`src/rtl/adapter_pkg.sv`:
```
// Shared types for the CPRI<->DUC adapters: sample/pair layouts, output phase and unpacking.
package adapter_pkg;

    localparam int SAMPLE_W = 16;

    typedef struct packed {
        logic [SAMPLE_W-1:0] q;
        logic [SAMPLE_W-1:0] i;
    } sample_t;

    typedef struct packed {
        sample_t s1;
        sample_t s0;
    } pair_t;

    typedef enum logic {PH_LO, PH_HI} phase_e;

    // Low halves of the CPRI words form sample0, high halves sample1.
    function automatic pair_t unpack_pair(input logic [2*SAMPLE_W-1:0] iq_i,
                                          input logic [2*SAMPLE_W-1:0] iq_q);
        pair_t p;
        p.s0.i = iq_i[SAMPLE_W-1:0];
        p.s0.q = iq_q[SAMPLE_W-1:0];
        p.s1.i = iq_i[2*SAMPLE_W-1:SAMPLE_W];
        p.s1.q = iq_q[2*SAMPLE_W-1:SAMPLE_W];
        return p;
    endfunction

endpackage

```
`src/rtl/adapter_dl_fifo.sv`:
```
// Synchronous 64-bit sample-pair FIFO with combinational head read.
// A push while full is accepted only when a pop happens in the same cycle.
module adapter_dl_fifo #(
    parameter int FIFO_DEPTH = 8
) (
    input  logic                          clk,
    input  logic                          rst_n,
    input  logic                          push,
    input  logic                          pop,
    input  logic [63:0]                   din,
    output logic [63:0]                   head,
    output logic [$clog2(FIFO_DEPTH):0]   level,
    output logic                          full,
    output logic                          empty
);

    localparam int AW = $clog2(FIFO_DEPTH);

    logic [63:0]   mem [FIFO_DEPTH];
    logic [AW-1:0] wr_ptr;
    logic [AW-1:0] rd_ptr;
    logic          wr_en;
    logic          rd_en;

    assign full  = (level == (AW+1)'(FIFO_DEPTH));
    assign empty = (level == '0);
    assign rd_en = pop & ~empty;
    assign wr_en = push & (~full | rd_en);
    assign head  = mem[rd_ptr];

    always_ff @(posedge clk) begin
        if (wr_en) begin
            mem[wr_ptr] <= din;
        end
    end

    always_ff @(posedge clk) begin
        if (!rst_n) begin
            wr_ptr <= '0;
            rd_ptr <= '0;
            level  <= '0;
        end else begin
            if (wr_en) wr_ptr <= wr_ptr + 1'b1;
            if (rd_en) rd_ptr <= rd_ptr + 1'b1;
            case ({wr_en, rd_en})
                2'b10:   level <= level + 1'b1;
                2'b01:   level <= level - 1'b1;
                default: level <= level;
            endcase
        end
    end

endmodule

```
`src/rtl/adapter_dl.sv`:
```
// Downlink CPRI-to-DUC adapter: buffers IQ pairs and streams them one sample per beat.
// Optional overflow status outputs are enabled with ADAPTER_DL_STATUS_EN.
module adapter_dl #(
    parameter int SAMPLE_W   = 16,
    parameter int FIFO_DEPTH = 8
) (
    input  logic                          clk,
    input  logic                          rst_n,
    input  logic [2*SAMPLE_W-1:0]         iq_rx_i,
    input  logic [2*SAMPLE_W-1:0]         iq_rx_q,
    input  logic                          iq_rx_valid,
    output logic [2*SAMPLE_W-1:0]         m_axis_tdata,
    output logic                          m_axis_tvalid,
    input  logic                          m_axis_tready,
    output logic [$clog2(FIFO_DEPTH):0]   fifo_level
`ifdef ADAPTER_DL_STATUS_EN
    ,
    output logic                          ovf_sticky,
    output logic [15:0]                   ovf_count
`endif
);

    import adapter_pkg::*;

    pair_t                       in_pair;
    pair_t                       head_pair;
    logic [63:0]                 head_w;
    logic                        full;
    logic                        empty;
    logic                        hs;
    logic                        pop;
    phase_e                      phase;
    logic [2*SAMPLE_W-1:0]       last_q;

    assign in_pair   = unpack_pair(iq_rx_i, iq_rx_q);
    assign head_pair = pair_t'(head_w);

    adapter_dl_fifo #(.FIFO_DEPTH(FIFO_DEPTH)) u_fifo (
        .clk   (clk),
        .rst_n (rst_n),
        .push  (iq_rx_valid),
        .pop   (pop),
        .din   (in_pair),
        .head  (head_w),
        .level (fifo_level),
        .full  (full),
        .empty (empty)
    );

    assign m_axis_tvalid = ~empty;
    assign hs            = m_axis_tvalid & m_axis_tready;
    assign pop           = hs & (phase == PH_HI);

    // Head and phase only move on a handshake, so tdata is stable under back-pressure;
    // when drained, the last emitted sample is held.
    assign m_axis_tdata = empty           ? last_q :
                          (phase == PH_HI) ? head_pair.s1 : head_pair.s0;

    always_ff @(posedge clk) begin
        if (!rst_n) begin
            phase  <= PH_LO;
            last_q <= '0;
        end else if (hs) begin
            last_q <= m_axis_tdata;
            case (phase)
                PH_LO:   phase <= PH_HI;
                default: phase <= PH_LO;
            endcase
        end
    end

`ifdef ADAPTER_DL_STATUS_EN
    logic drop;

    assign drop = iq_rx_valid & full & ~pop;

    always_ff @(posedge clk) begin
        if (!rst_n) begin
            ovf_sticky <= 1'b0;
            ovf_count  <= '0;
        end else if (drop) begin
            ovf_sticky <= 1'b1;
            if (ovf_count != 16'hFFFF) ovf_count <= ovf_count + 16'd1;
        end
    end
`endif

endmodule

```
`config.mk`:
```
export PLATFORM = sky130hd
export DESIGN_NAME = adapter_dl
export DESIGN_NICKNAME = d
export VERILOG_FILES = /design/src/rtl/adapter_pkg.sv /design/src/rtl/adapter_dl_fifo.sv /design/src/rtl/adapter_dl.sv
export SDC_FILE = /design/constraint.sdc
export NUM_CORES = 1
export LEC_CHECK = 0
export ABC_AREA = 1
export CAP_MARGIN = 20
export CELL_PAD_IN_SITES_DETAIL_PLACEMENT = 0
export CELL_PAD_IN_SITES_GLOBAL_PLACEMENT = 1
export CORE_ASPECT_RATIO = 0.6
export CORE_MARGIN = 3
export CORE_UTILIZATION = 52
export CTS_BUF_LIST = sky130_fd_sc_hd__clkbuf_8
export DETAILED_ROUTE_END_ITERATION = 16
export DONT_BUFFER_PORTS = 1
export GPL_TIMING_DRIVEN = 0
export PLACE_DENSITY_LB_ADDON = 0.3
export SKIP_LAST_GASP = 1
export SLEW_MARGIN = 5
export SYNTH_ARGS = -nofsm -noshare
export SYNTH_HDL_FRONTEND = slang
export SYNTH_SLANG_ARGS = --single-unit
```
`constraint.sdc`:
```
create_clock -name clk -period 7.9 [get_ports clk]
set_input_delay 1.58 -clock clk [delete_from_list [all_inputs] [get_ports clk]]
set_output_delay 1.58 -clock clk [all_outputs]
set_load 0.05 [all_outputs]
```
==> results.sh <==
export IMPL_fin_ws_ps=3120
export IMPL_max_slew_margin_pct=36.9
export IMPL_cts_hold_fix_buffers=0
export IMPL_grtUsageTotal_pct=28.4
export IMPL_seq_area_frac_synth_pct=67.6
export IMPL_start_util_pct=53.3
export IMPL_routed_wl_um=69900
export IMPL_hp_class="reg -> reg"
export IMPL_rrSetupSlack_ps=4460
export IMPL_cts_resized=0
export IMPL_cts_root_buf="clkbuf_8"
export IMPL_async_flop_share_pct=0
export IMPL_power_total_uw=6610
export IMPL_synth_edf_count=512
export IMPL_diodes=0
export IMPL_cp_end_kind="output port"
export IMPL_place_area_um2=25500
export IMPL_rr_startpoint="u_fifo.level[0]$_SDFFE_PN0P_"
export IMPL_clk_latency_ps=650
export IMPL_tightest_slew_ps=942
export IMPL_synth_area_per_cell_um2=10.0
export IMPL_setup_tns_ps=0
export IMPL_final_common_cell="nand2_1"
export IMPL_peakVddDrop_mv=0.135
export IMPL_power_density_nw_per_um2=245
export IMPL_slew_viol_final=0
export IMPL_antenna_found_initial=0
export IMPL_ys_ff_latch=558
export IMPL_initialDrtViolationCount=2175
export IMPL_holdPathEnd="u_fifo.rd_ptr[2]$_SDFFE_PN0P_"
export IMPL_fin_nets=2599
export IMPL_grt_pass1_vias=16300
export IMPL_final_cell_mix="nand2_1 (947), edfxtp_1 (512), nand3_1 (358)"
export IMPL_antenna_left=0
export IMPL_numCtsBuffers=80
export IMPL_finalCriticalPeriod_ps=4780
export IMPL_io_buffers=0
export IMPL_yosysWarnings=0
export IMPL_io_pins=105
export IMPL_r2r_end="u_fifo.mem[5][23]$_DFFE_PP_"
export IMPL_core_um2=45300
export IMPL_final_cell_area_um2=26900
export IMPL_drive_above_1_share_pct=9.47
export IMPL_grt_pass1_wl_um=103000
export IMPL_syn_nets=2475
export IMPL_synth_area_um2=24100
export IMPL_min_path_cells=2
export IMPL_clockBufferDepth=3
export IMPL_clkSlewWorstSetupHoldPaths_ps=70
export IMPL_syn_to_final_growth_pct=11.7
export IMPL_p_leak_uw=0.0117
export IMPL_ys_types=25
export IMPL_required_ps=6320
export IMPL_status="complete, no violations"
export IMPL_skew_ps=22.8
export IMPL_dpl_hpwl_um=48400
export IMPL_cap_violations=0
export IMPL_place_congestion=0.870
export IMPL_netlist_instances=2402
export IMPL_die_h_um=173
export IMPL_routedWlPerCell_um=21.8
export IMPL_die_w_um=284
export IMPL_die_area_um2=49100
export IMPL_via_per_inst=5.36
export IMPL_firstDrtPassIters=5
export IMPL_finalHoldViolations=0
export IMPL_clock_sinks=558
export IMPL_grt_max_degree=26
export IMPL_max_clock_freq_mhz=209
export IMPL_via_count=17200
export IMPL_finalSetupViolations=0
export IMPL_cts_tree="built"
export IMPL_worst_path_max_fanout=10
export IMPL_hp_start="u_fifo.rd_ptr[2]$_SDFFE_PN0P_"
export IMPL_route_detailed_drc=0
export IMPL_holdWs_ps=487
export IMPL_gr_total_overflow=0
export IMPL_htreeDepth=3
export IMPL_cts_setup_buffers=0
export IMPL_critical_path_class="reg -> out"
export IMPL_rsz0062_at_grt="no"
export IMPL_synth_top_flop_cell="edfxtp_1"
export IMPL_place_ws_ps=3820
export IMPL_ff2ff_path_depth=11
export IMPL_rows=60
export IMPL_fin_crit_sh_pct=60.6
export IMPL_critPathArrivalTime_ps=3200
export IMPL_cp_start_kind="flip-flop"
==> worst max-delay path by stage <==
stage                        from                     endpoint  slack (ps)  cells past startpoint
floorplan           m_axis_tready   u_fifo.mem[5][0]$_DFFE_PP_        1050                      4
global placement    m_axis_tready  u_fifo.mem[1][26]$_DFFE_PP_       -3920                      4
detailed placement      flip-flop             m_axis_tdata[20]        3820                      8
CTS                     flip-flop             m_axis_tdata[20]        3120                      8
global route            flip-flop             m_axis_tdata[18]        3080                      8
finish                  flip-flop             m_axis_tdata[20]        3120                      8
==> power breakdown <==
group	switching [µW]	leakage (µW)	internal [µW]	total, µW
clock	1090	0.000873	1040	2140
combinational	849	0.00581	239	1090
sequential	46.5	0.00503	3340	3380
total	1990	0.0117	4620	6610
==> worst max-delay path, stage by stage, from the launching register on <==
cell and delay [ps]:
dfxtp_1 340, buf_2 320, clkbuf_1 680, nand2_1 150
nand3_1 120, nand3_1 290, nand2_1 170, nand2_1 60
nand2_1 400
==> cells in the mapped netlist (5+ instances only) <==
cell | instances | share of area, %
ha_1 | 5 | 0.26
a21oi_1 | 6 | 0.12
nor2_1 | 83 | 1.3
nand2_1 | 947 | 15
nand3_1 | 358 | 7.4
dfxtp_1 | 46 | 3.8
buf_1 | 14 | 0.22
buf_4 | 10 | 0.31
inv_1 | 303 | 4.7
clkbuf_1 | 14 | 0.22
buf_6 | 30 | 1.4
edfxtp_1 | 512 | 64
buf_2 | 52 | 1.1
==> flip-flops by register name, summed over array words and instances, names as in the netlist, named ones only <==
name           count
phase              1
u_fifo.mem       512
u_fifo.wr_ptr      3
last_q            32
u_fifo.level       4
u_fifo.rd_ptr      3
==> kinds of logic after synthesis <==
group           synth area share, %
xor+xnor                      0.145
flops                          67.6
simple gates                   23.7
compound gates                0.208
fa+ha+maj                     0.259
buf+inv                        8.11
==> metrics by stage <==
stage | util, % | cells
after floorplan | - | 2402
after global placement | 55.0 | 3022
after detailed placement | 56.3 | 3064
after CTS | 59.5 | 3208
after global routing | 59.5 | 3208
final | 59.5 | 3208
==> layer usage <==
metal | track usage [%] | wire (µm) | vias to the layer above
li1 | - | - | 8008
met1 | 41.0 | 29600 | 8166
met2 | 42.9 | 31000 | 892
met3 | 7.06 | 7590 | 122
met4 | 8.58 | 1790 | 0
met5 | 0 | 0 | -
==> cell type report <==
type	instances	area, µm²
fillers	3714	18300
flip-flops and latches	558	16300
multi-input cells	1416	5920
clock buffers	87	1200
inverters	307	1160
plain buffers	121	798
well taps	620	776
repair buffers	42	546
clock inverters	57	255
(Power assumes the default switching activity.)
